`src/rtl/efuse_macro_ctrl.sv`:
```
// eFuse macro timing engine: serialises bit-wise read and program
// windows with programmable setup, strobe and hold lengths.
module efuse_macro_ctrl #(
    parameter int NBITS = 32,
    parameter int AW    = 5,
    parameter int T_SU  = 2,
    parameter int T_RD  = 4,
    parameter int T_PGM = 10,
    parameter int T_HD  = 1
) (
    input  logic             clk,
    input  logic             rst,
    input  logic             read,
    input  logic             write,
    input  logic             margin_read,
    input  logic [NBITS-1:0] data_write,
    output logic             rd_done,
    output logic             wr_done,
    output logic [NBITS-1:0] data_read,
    output logic             busy,
    output logic             efuse_cs,
    output logic [AW-1:0]    efuse_addr,
    output logic             efuse_strb,
    output logic             efuse_pgmen,
    output logic             efuse_mr,
    input  logic             efuse_dout
);

    localparam int T1   = (T_SU > T_RD) ? T_SU : T_RD;
    localparam int T2   = (T1 > T_PGM) ? T1 : T_PGM;
    localparam int TMAX = (T2 > T_HD) ? T2 : T_HD;
    localparam int CW   = $clog2(TMAX + 1);

    localparam logic [CW-1:0] SU_L  = CW'(T_SU - 1);
    localparam logic [CW-1:0] RD_L  = CW'(T_RD - 1);
    localparam logic [CW-1:0] PG_L  = CW'(T_PGM - 1);
    localparam logic [CW-1:0] HD_L  = CW'(T_HD - 1);
    localparam logic [AW-1:0] LAST  = AW'(NBITS - 1);

    typedef enum logic [3:0] {
        IDLE, RD_SU, RD_STB, RD_HD,
        PG_CHK, PG_SU, PG_STB, PG_HD, DONE
    } state_t;

    state_t           state, nxt_state;
    logic [CW-1:0]    cnt, nxt_cnt;
    logic [AW-1:0]    idx, nxt_idx;
    logic [NBITS-1:0] wdata;
    logic [NBITS-1:0] shadow;
    logic             rd_mode;
    logic             last_bit;

    assign last_bit = (idx == LAST);

    // Next state, window timer and bit index.
    always_comb begin
        nxt_state = state;
        nxt_cnt   = cnt + 1'b1;
        nxt_idx   = idx;
        unique case (state)
            IDLE: begin
                nxt_cnt = '0;
                if (read) begin
                    nxt_state = RD_SU;
                    nxt_idx   = '0;
                end else if (write) begin
                    nxt_state = PG_CHK;
                    nxt_idx   = '0;
                end
            end
            RD_SU: if (cnt == SU_L) begin
                nxt_state = RD_STB;
                nxt_cnt   = '0;
            end
            RD_STB: if (cnt == RD_L) begin
                nxt_state = RD_HD;
                nxt_cnt   = '0;
            end
            RD_HD: if (cnt == HD_L) begin
                nxt_cnt = '0;
                if (last_bit) begin
                    nxt_state = DONE;
                end else begin
                    nxt_state = RD_SU;
                    nxt_idx   = idx + 1'b1;
                end
            end
            PG_CHK: begin
                nxt_cnt = '0;
                if (wdata[idx]) begin
                    nxt_state = PG_SU;
                end else if (last_bit) begin
                    nxt_state = DONE;
                end else begin
                    nxt_idx = idx + 1'b1;
                end
            end
            PG_SU: if (cnt == SU_L) begin
                nxt_state = PG_STB;
                nxt_cnt   = '0;
            end
            PG_STB: if (cnt == PG_L) begin
                nxt_state = PG_HD;
                nxt_cnt   = '0;
            end
            PG_HD: if (cnt == HD_L) begin
                nxt_cnt = '0;
                if (last_bit) begin
                    nxt_state = DONE;
                end else begin
                    nxt_state = PG_CHK;
                    nxt_idx   = idx + 1'b1;
                end
            end
            DONE: begin
                nxt_state = IDLE;
                nxt_cnt   = '0;
            end
            default: nxt_state = IDLE;
        endcase
    end

    // State registers and outputs registered from the next state.
    always_ff @(posedge clk or posedge rst) begin
        if (rst) begin
            state       <= IDLE;
            cnt         <= '0;
            idx         <= '0;
            wdata       <= '0;
            shadow      <= '0;
            rd_mode     <= 1'b0;
            rd_done     <= 1'b0;
            wr_done     <= 1'b0;
            data_read   <= '0;
            busy        <= 1'b0;
            efuse_cs    <= 1'b0;
            efuse_addr  <= '0;
            efuse_strb  <= 1'b0;
            efuse_pgmen <= 1'b0;
            efuse_mr    <= 1'b0;
        end else begin
            state      <= nxt_state;
            cnt        <= nxt_cnt;
            idx        <= nxt_idx;
            busy       <= (nxt_state != IDLE);
            efuse_addr <= nxt_idx;
            efuse_cs   <= (nxt_state inside {RD_SU, RD_STB, RD_HD,
                                             PG_SU, PG_STB, PG_HD});
            efuse_strb <= (nxt_state inside {RD_STB, PG_STB});
            efuse_pgmen <= (nxt_state inside {PG_SU, PG_STB, PG_HD});
            rd_done    <= (nxt_state == DONE) && rd_mode;
            wr_done    <= (nxt_state == DONE) && !rd_mode;
            if (state == IDLE && read) begin
                rd_mode  <= 1'b1;
                shadow   <= '0;
                efuse_mr <= margin_read;
            end else if (state == IDLE && write) begin
                rd_mode <= 1'b0;
                wdata   <= data_write;
            end else if (state == DONE) begin
                efuse_mr <= 1'b0;
            end
            if (state == RD_STB && cnt == RD_L)
                shadow[idx] <= efuse_dout;
            if (nxt_state == DONE && rd_mode)
                data_read <= shadow;
        end
    end

endmodule

```
`config.mk`:
```
export PLATFORM = sky130hd
export DESIGN_NAME = efuse_macro_ctrl
export DESIGN_NICKNAME = d
export VERILOG_FILES = /design/src/rtl/efuse_macro_ctrl.sv
export SDC_FILE = /design/constraint.sdc
export NUM_CORES = 1
export LEC_CHECK = 0
export CORE_MARGIN = 4
export CORE_UTILIZATION = 54
export DETAILED_ROUTE_END_ITERATION = 12
export PLACE_DENSITY = 0.84
export SKIP_CTS_REPAIR_TIMING = 1
export SLEW_MARGIN = 5
export SYNTH_ARGS = -nofsm -noshare
export SYNTH_HDL_FRONTEND = slang
export SYNTH_SLANG_ARGS = --single-unit
```
`constraint.sdc`:
```
create_clock -name clk -period 4.55 [get_ports clk]
set_clock_uncertainty 0.1 [all_clocks]
set_input_delay 0.455 -clock clk [delete_from_list [all_inputs] [get_ports clk]]
set_output_delay 0.455 -clock clk [all_outputs]
set_load 0.02 [all_outputs]
```
==> impl_metrics.py, run 1 <==
metrics = {
    "run_status": {
        "outcome": "finished, final reports clean",
    },
    "layout": {
        "diodes": 0,
        "area_delta_synth_final_pct": 27.1,
        "multi_input_area_um2": 2320,
        "final_cell_mix": "nand2_1 (151), dfrtp_1 (117), clkdlybuf4s50_1 (81)",
        "layout-drive-gt1-share_pct": 13.6,
        "fin_nets": 659,
        "utilization_pct": 70.7,
        "final_area_um2": 6910,
        "regArea_um2": 2930,
        "fillers": 700,
        "mostFrequentLayoutCell": "nand2_1",
    },
    "clock_tree": {
        "clk_latency_ns": 0.52,
        "cts_sinks": 117,
        "clkSlewWorstSetupHoldPaths_ns": 0.06,
        "cts_tree": "done",
        "ctsHtreeMaxLevel": 4,
        "cts_buffers": 17,
        "clockBufferDepth": 2,
        "cts-root-buf": "clkbuf_8",
    },
    "setup_path": {
        "startpoint": "idx[1]",
        "worstSetupEndpointType": "flop",
        "reg2reg_depth": 7,
        "critPathMaxStageDelay_ns": 0.67,
        "worstSetupEndpoint": "data_read[9]",
        "startpoint_type": "flop",
        "slowest_stage": "dfrtp_1",
        "reg2reg_slack_ns": 1.26,
        "crit_arrival_ns": 3.59,
        "crit_type": "reg2reg",
        "r2r-end": "data_read[9]",
        "critPathRequiredTime_ns": 4.85,
        "r2r_start": "idx[1]",
        "crit_fanout": 33,
        "path_cells": "mux4_2, and3_4, a2111oi_2, nand3_1, a211oi_4, buf_4, mux2_2",
    },
    "routing": {
        "wl_per_cell_um": 17.2,
        "vias": 4327,
        "wirelength_um": 13100,
        "drt_iter0_drc": 318,
        "drcViolationCount": 0,
        "dr.max_layer_used": "met4",
        "drt-met1-wl_um": 5530,
        "dr.pass1.iters": 5,
        "met2_length_um": 6480,
        "antenna_left": 0,
        "wl_met3_um": 820,
        "via_per_inst": 5.70,
    },
    "flow_run": {
        "max-cap-violations": 0,
    },
    "placed_design": {
        "post_dp_cell_area_um2": 6310,
        "hpwl_um": 8690,
        "place_congestion": 0.869,
        "numPortBuffers": 81,
    },
    "timing": {
        "rsz0062_at_grt": "no",
        "period_share_pct": 72.2,
        "setup_violations": 0,
        "finalHoldViolCount": 0,
        "slew_violations": 0,
        "tightest_slew_ns": 1.12,
        "max_freq_ghz": 0.304,
        "final.setup.tns_ns": 0,
        "period_minus_slack_ns": 3.29,
        "slew-limit-headroom_pct": 25.2,
    },
    "global_routing": {
        "grt_pass1_vias": 4373,
        "grt-ovfl-total": 0,
        "antenna_found_initial": 0,
        "track_usage_pct": 24.2,
        "grt_pass1_wl_um": 22100,
        "grt_max_degree": 51,
    },
    "synth": {
        "synth_fa_ha_area_share_pct": 1.84,
        "synth-xor-area-share_pct": 0.322,
        "synth_compound_area_share_pct": 9.66,
        "netlist_area_um2": 5440,
        "ys_seq_area_share_pct": 53.8,
        "async_reset_ff_share_pct": 100,
        "yosysUniqueCellTypes": 49,
        "synth_warnings": 0,
        "syn_inst": 540,
        "synth_top_family_by_area": "simple AND/OR/NAND/NOR gates",
        "synthSimpleGateAreaFrac_pct": 20.5,
        "synthMuxAreaShare_pct": 10.2,
        "synth_edf_count": 0,
        "synth_nets": 586,
        "ys_ff_latch": 117,
        "synth-main-ff-cell": "dfrtp_1",
        "avgSynthCellArea_um2": 10.1,
    },
    "die": {
        "dieArea_um2": 11700,
        "io_pins": 82,
        "fp-row-count": 36,
        "coreArea_um2": 9770,
        "die_w_um": 108,
        "initial_utilization_pct": 55.7,
        "die_h_um": 108,
    },
    "min_path": {
        "hold_path.class": "in2async",
    },
    "power": {
        "peakVddDrop_mv": 0.341,
        "leakage_nw": 3.31,
        "power.density_nw_per_um2": 539,
    },
}
-- flip-flops by register name, summed over array words and instances, names as in the netlist --
name	cells
idx	5
cnt	4
rd_mode	1
shadow	32
wr_done	1
busy	1
state	4
efuse_mr	1
efuse_strb	1
data_read	32
rd_done	1
wdata	32
efuse_cs	1
efuse_pgmen	1
-- per-layer routing --
| layer | vias to the layer above | global-route usage, % |
|---|---|---|
| li1 | 2010 | - |
| met1 | 2121 | 32.0 |
| met2 | 164 | 38.3 |
| met3 | 32 | 6.45 |
| met4 | 0 | 9.38 |
| met5 | - | 0 |
-- kinds of logic (layout without fill, tap and decap cells) --
group	Yosys count	in the layout
and+or+nand+nor	248	248
adders and majority gates	8	8
buffers and inverters	44	130
DFF	117	117
xor gates and xnor gates	2	2
AOI/OAI and AO/OA	72	72
muxes	49	49
-- area by class of cell --
| cell class | instances | share of cell area (%) |
|---|---|---|
| well taps | 133 | 2.41 |
| multi-input cells | 379 | 33.5 |
| clock buffers | 17 | 5.99 |
| clock inverters | 15 | 2.80 |
| inverters | 12 | 0.688 |
| flip-flops and latches | 117 | 42.3 |
| repair buffers | 86 | 12.3 |
-- synth_stat cells, types with 4 or more instances --
library cell / instances / area, µm²
a21oi_1: 13 / 65.1
a31o_2: 8 / 70.1
and2_1: 7 / 43.8
and3_1: 6 / 37.5
buf_6: 4 / 45.0
clkbuf_1: 24 / 90.1
dfrtp_1: 117 / 2930
ha_1: 8 / 100
inv_1: 12 / 45.0
mux2_1: 4 / 45.0
mux2_2: 29 / 327
mux2i_1: 14 / 140
nand2_1: 151 / 567
nand3_1: 32 / 160
nand3b_1: 4 / 30.0
nor2_1: 16 / 60.1
nor2b_1: 5 / 31.3
nor3_1: 7 / 35.0
nor4_1: 4 / 25.0
o211ai_1: 24 / 180
o21ai_0: 8 / 40.0
-- critical path: cells and delay by family (launching register included) --
kind            cells  cell delay [ns]
mux                 2             0.96
flops               1             0.67
compound gates      2             0.60
buf+inv             1             0.42
simple gates        2             0.41
-- where the power goes --
| group | internal (mW) | switching, mW | total [mW] | leakage, nW |
|---|---|---|---|---|
| clock | 0.850 | 0.522 | 1.37 | 0.294 |
| combinational | 0.394 | 0.515 | 0.909 | 1.45 |
| sequential | 1.24 | 0.211 | 1.45 | 1.57 |
| total | 2.48 | 1.25 | 3.73 | 3.31 |
-- worst min path at each step --
stage                          from         to  slack, ns  cells past startpoint
final                           rst    wr_done       0.28                      2
after global routing            rst    wr_done       0.35                      2
after CTS                       rst    wr_done       0.29                      2
after detailed placement   wdata[6]   wdata[6]       0.36                      2
after global placement    wdata[16]  wdata[16]       0.36                      2
after floorplan           wdata[14]  wdata[14]       0.34                      2
-- through the flow --
stage / hold WS [ns] / total power [mW] / instances / worst slack, ns
5_1_grt: 0.350 / 3.93 / 759 / 1.12
3_3_place_gp: 0.360 / 2.30 / 727 / 1.43
2_1_floorplan: 0.340 / 2.06 / 540 / 0.894
6_report: 0.279 / 3.73 / 759 / 1.26
4_1_cts: 0.292 / 3.74 / 759 / 1.28
3_5_place_dp: 0.363 / 2.35 / 727 / 1.30
Power figures use the tool's default switching activity.
==> run 2, diff against run 1 <==
Settings changed: CORE_UTILIZATION 54 to 49, PLACE_DENSITY 0.84 to 0.8.
Clock period 4.55 ns to 2.9 ns, I/O delays scaled along.
==> run 2 against run 1 <==
Compared with the run above: clock power rose by 50%; worst hold slack worse by 0.11 ns; first-iteration DRC count fell by 5.7%; wire length shrank 1.0%; cell area increased by 2.5%; critical path type unchanged; final cell count rose by 3.0%; die area rose by 9.4%; global-route usage decreased by 3.2 points; largest cell class unchanged; non-clock buffer count up 18.
==> impl_metrics.py, run 2 (same netlist as run 1, synthesis figures left out) <==
metrics = {
    "timing": {
        "final.setup.tns_ns": 0,
        "tightest_slew_ns": 1.08,
        "finalHoldViolCount": 0,
        "period_minus_slack_ns": 2.79,
        "period_share_pct": 96.2,
        "slew_violations": 0,
        "setup_violations": 0,
        "fin_ws_ns": 0.111,
        "holdWs_ns": 0.166,
        "slew-limit-headroom_pct": 27.9,
        "max_freq_ghz": 0.359,
    },
    "global_routing": {
        "antenna_found_initial": 0,
        "grt_pass1_vias": 4384,
        "grt_pass1_wl_um": 21500,
        "track_usage_pct": 21.0,
        "grt_max_degree": 118,
        "grt-ovfl-total": 0,
    },
    "layout": {
        "finalNonFillerCells": 782,
        "mostFrequentLayoutCell": "nand2_1",
        "fin_nets": 677,
        "layout-drive-gt1-share_pct": 16.4,
        "fillers": 867,
        "utilization_pct": 65.4,
        "regArea_um2": 2930,
        "area_delta_synth_final_pct": 30.3,
        "multi_input_area_um2": 2330,
        "diodes": 0,
        "final_cell_mix": "nand2_1 (151), dfrtp_1 (115), clkdlybuf4s50_1 (81)",
        "largestRegisters": "data_read: 32 flops, shadow: 32 flops, wdata: 32 flops",
        "final_area_um2": 7090,
    },
    "clock_tree": {
        "cts_buffers": 17,
        "clk_latency_ns": 0.53,
        "cts_sinks": 117,
        "clockBufferDepth": 2,
        "cts_tree": "done",
        "cts-root-buf": "clkbuf_8",
        "ctsHtreeMaxLevel": 4,
        "clkSlewWorstSetupHoldPaths_ns": 0.06,
    },
    "power": {
        "power.density_nw_per_um2": 824,
        "peakVddDrop_mv": 0.447,
        "leakage_nw": 3.40,
        "power_mw": 5.84,
    },
    "setup_path": {
        "worstSetupEndpoint": "data_read[11]",
        "critPathRequiredTime_ns": 3.20,
        "reg2reg_slack_ns": 0.11,
        "crit_fanout": 16,
        "r2r-end": "data_read[11]",
        "reg2reg_depth": 8,
        "r2r_start": "idx[1]",
        "worstSetupEndpointType": "flop",
        "startpoint": "idx[1]",
        "startpoint_type": "flop",
        "crit_type": "reg2reg",
        "crit_arrival_ns": 3.09,
    },
    "routing": {
        "drt_iter0_drc": 300,
        "wirelength_um": 13000,
        "via_per_inst": 5.60,
        "wl_per_cell_um": 16.6,
        "vias": 4382,
        "antenna_left": 0,
        "drcViolationCount": 0,
        "dr.pass1.iters": 5,
    },
    "die": {
        "io_pins": 82,
        "die_h_um": 113,
        "initial_utilization_pct": 50.2,
        "fp-row-count": 38,
        "coreArea_um2": 10800,
        "dieArea_um2": 12900,
        "die_w_um": 113,
    },
    "run_status": {
        "outcome": "finished, final reports clean",
    },
    "min_path": {
        "hold_path.class": "in2async",
    },
    "placed_design": {
        "place_ws_ns": 0.146,
        "place_congestion": 0.849,
        "numPortBuffers": 81,
        "dp_cells": 750,
        "hpwl_um": 8560,
        "post_dp_cell_area_um2": 6460,
    },
    "flow_run": {
        "max-cap-violations": 0,
    },
}
## run 2: changes by cell type in the layout (fill, tap and decap cells not counted), sizes merged
cell,before,now
buf,5,22
inv,19,11
clkbuf,17,21
clkinv,3,6
## run 2: how the worst min path moves through the flow
stage | cells after the start | to | start
2_1_floorplan | 2 | wdata[0] | data_write[0]
3_3_place_gp | 2 | wdata[28] | wdata[28]
3_5_place_dp | 2 | wdata[15] | wdata[15]
4_1_cts | 3 | wdata[30] | data_write[30]
5_1_grt | 3 | wdata[11] | data_write[11]
6_report | 3 | shadow[27] | rst
## run 2: layer usage
layer | routed length, µm | track usage [%] | part of all wire (%) | vias to the layer above
met5 | 0 | 0 | 0 | -
met3 | 739 | 5.36 | 5.7 | 29
met4 | 270 | 7.93 | 2.1 | 0
met2 | 6340 | 33.8 | 49 | 153
li1 | - | - | - | 2042
met1 | 5600 | 27.7 | 43 | 2158
## run 2: critical path, stage by stage, from the launching register on
cell	delay [ns]
dfrtp_2	0.38
mux4_2	0.51
and3_4	0.20
a2111oi_2	0.34
nand3_1	0.20
a211oi_4	0.23
buf_4	0.18
clkbuf_16	0.19
mux2_2	0.34
## run 2: layout make-up
type                    count  share of cell area, %
flip-flops and latches    117                   41.3
well taps                 140                   2.47
multi-input cells         379                   32.9
clock inverters            10                   1.85
repair buffers            104                   14.5
inverters                  12                  0.689
clock buffers              20                   6.29
## run 2: where the power goes
| group | switching (mW) | total, mW | internal [mW] |
|---|---|---|---|
| Clock | 0.712 | 2.05 | 1.34 |
| Combinational | 0.887 | 1.59 | 0.703 |
| Sequential | 0.255 | 2.20 | 1.95 |
==> run 3, diff against run 2 <==
Settings changed: ABC_AREA from default to 1, CAP_MARGIN from default to 20, CTS_CLUSTER_DIAMETER from default to 30, PLACE_DENSITY 0.8 to 0.81.
==> run 3 against run 2 <==
Compared with the run above: critical path depth grew 3; clock-buffer cell count shrank 3; sequential cell count is the same; global-route usage grew 0.081 points; sequential power is essentially flat; register-to-register slack gained 0.26 ns; worst hold slack gained 0.0041 ns; synthesized cell count grew 19%; sequential share of layout area grew 1.0 points; critical path type unchanged.
==> impl_metrics.py, run 3 <==
metrics = {
    "placed_design": {
        "dp_cells": 844,
        "post_dp_cell_area_um2": 6310,
        "hpwl_um": 8810,
        "place_congestion": 0.949,
        "numPortBuffers": 81,
    },
    "synth": {
        "netlist_area_um2": 5330,
        "synth_warnings": 0,
        "ys_ff_latch": 117,
        "syn_inst": 643,
        "yosysUniqueCellTypes": 30,
        "ys_seq_area_share_pct": 54.9,
        "avgSynthCellArea_um2": 8.29,
        "netlist_top_cells_area": "dfrtp_1 (55%), nand2_1 (13%), nand3_1 (7.9%)",
        "synth_nets": 689,
        "synth_edf_count": 0,
        "synth_top_cell_area_share_pct": 54.9,
        "async_reset_ff_share_pct": 100,
        "synth_common_cells": "nand2_1 (181), dfrtp_1 (117), nand3_1 (84)",
        "synth-main-ff-cell": "dfrtp_1",
        "synth.most_common_cell": "nand2_1",
        "yosysTopAreaCell": "dfrtp_1",
    },
    "global_routing": {
        "grt_pass1_vias": 4672,
        "grt-ovfl-total": 0,
        "busiest_layer": "met2",
        "grt_pass1_wl_um": 21800,
        "grtUsageMet2_pct": 35.7,
        "track_usage_pct": 21.1,
        "grtUsageMet1_pct": 26.5,
        "antenna_found_initial": 0,
        "met3_usage_pct": 5.28,
        "grt_max_degree": 39,
    },
    "clock_tree": {
        "clk_latency_ns": 0.52,
        "ctsHtreeMaxLevel": 4,
        "clockBufferDepth": 2,
        "cts-root-buf": "clkbuf_8",
        "cts_tree": "done",
        "cts_sinks": 117,
        "cts_buffers": 17,
        "clkSlewWorstSetupHoldPaths_ns": 0.06,
    },
    "timing": {
        "period_minus_slack_ns": 2.53,
        "slew-limit-headroom_pct": 46.2,
        "final.setup.tns_ns": 0,
        "max_freq_ghz": 0.396,
        "setup_violations": 0,
        "finalHoldViolCount": 0,
        "rsz0062_at_grt": "no",
        "tightest_slew_ns": 0.806,
        "period_share_pct": 87.2,
        "slew_violations": 0,
    },
    "setup_path": {
        "slowest_stage": "dfrtp_1",
        "crit_type": "reg2reg",
        "crit_top_cell": "nand2_1",
        "worstSetupEndpointType": "flop",
        "startpoint_type": "flop",
        "path_cells": "ha_1, inv_1, nor2_1, ha_1, nand2_1, o21ai_0, nand3_1, nand3_4, nand2_4, nand2_1, nand2_1",
        "cpLargestDelayFamily": "simple AND/OR/NAND/NOR gates",
        "critPathMaxStageDelay_ns": 0.61,
        "crit_arrival_ns": 2.83,
        "r2r_start": "idx[0]",
        "crit_fanout": 33,
        "startpoint": "idx[0]",
        "critPathRequiredTime_ns": 3.20,
        "cp.buffers_inverters": 1,
    },
    "routing": {
        "antenna_left": 0,
        "drt_iter0_drc": 471,
        "drcViolationCount": 0,
        "via_per_inst": 5.31,
        "wirelength_um": 12800,
        "vias": 4650,
        "dr.pass1.iters": 5,
        "wl_per_cell_um": 14.6,
    },
    "layout": {
        "final_area_um2": 6910,
        "fin_nets": 773,
        "area_delta_synth_final_pct": 29.6,
        "largestRegisters": "data_read: 32 flops, shadow: 32 flops, wdata: 32 flops",
        "final_cell_mix": "nand2_1 (180), dfrtp_1 (117), nand3_1 (84)",
        "finalNonFillerCells": 876,
        "mostFrequentLayoutCell": "nand2_1",
        "diodes": 0,
        "layout-drive-gt1-share_pct": 8.24,
    },
    "power": {
        "power.density_nw_per_um2": 834,
        "leakage_nw": 3.38,
        "peakVddDrop_mv": 0.410,
    },
    "min_path": {
        "hold_path.class": "in2async",
    },
    "flow_run": {
        "max-cap-violations": 0,
    },
    "die": {
        "io_pins": 82,
        "dieArea_um2": 12600,
        "die_w_um": 112,
        "initial_utilization_pct": 51.0,
        "fp-row-count": 37,
        "die_h_um": 112,
        "coreArea_um2": 10500,
    },
    "run_status": {
        "outcome": "finished, final reports clean",
    },
}
[run 3: cell count changes in the layout (fill, tap and decap cells not counted), moves of 12 or more]
cell and delta:
o211ai_1 -24, nand3_1 +52, inv_1 +43, a21oi_1 +17, o21ai_0 +36, nor2_1 +47, mux2i_1 -12, nand2_1 +29
mux2_2 -26, buf_4 -12
[run 3: cell type report]
class / count / area (µm²)
tap: 136 / 170
fill: 843 / 3550
multi-input combinational: 438 / 2050
inverter: 61 / 233
clock inverter: 15 / 188
clock buffer: 17 / 414
timing repair buffer: 92 / 931
sequential: 117 / 2930
[run 3: path summary, 6_finish.rpt]
| check | endpoint | slack, ns | cells after the start |
|---|---|---|---|
| setup / recovery | data_read[25] | 0.37 | 11 |
| hold / removal | data_read[6] | 0.17 | 2 |
| setup reg to reg | data_read[25] | 0.37 | 11 |
| hold reg to reg | data_read[0] | 0.37 | 2 |
| max in group asynchronous | shadow[21] | 1.92 | 3 |
| min in group clk | wdata[20] | 0.25 | 3 |
[run 3: layer usage]
layer	vias up	part of all wire, %	wire length (µm)
met5	-	0	0
met4	0	2.3	291
met3	34	6.3	808
met2	182	50	6340
met1	2196	42	5370
li1	2238	-	-
[run 3: power breakdown]
group / switching, mW / internal (mW) / total, mW / leakage, nW
logic: 0.963 / 0.512 / 1.48 / 1.58
clock network: 0.848 / 1.27 / 2.11 / 0.294
registers: 0.176 / 2.00 / 2.18 / 1.51
[run 3: logic make-up (layout without fill, tap and decap cells)]
family | after synthesis | count (layout) | synth area share, %
simple gates | 344 | 344 | 27.5
flops | 117 | 117 | 54.9
fa+ha+maj | 8 | 8 | 1.88
xor+xnor | 4 | 4 | 0.657
mux | 3 | 3 | 0.633
buf+inv | 88 | 185 | 6.80
compound gates | 79 | 79 | 7.67
[run 3: per-stage QoR]
stage,power (mW),hold slack [ns],worst slack (ns),util [%]
6_report,5.77,0.170,0.372,66.1
5_1_grt,6.12,0.232,0.167,66.1
4_1_cts,5.79,0.190,0.161,66.0
3_5_place_dp,3.65,0.359,0.205,60.3
3_3_place_gp,3.57,0.354,0.400,60.3
2_1_floorplan,3.21,0.323,0.811,-
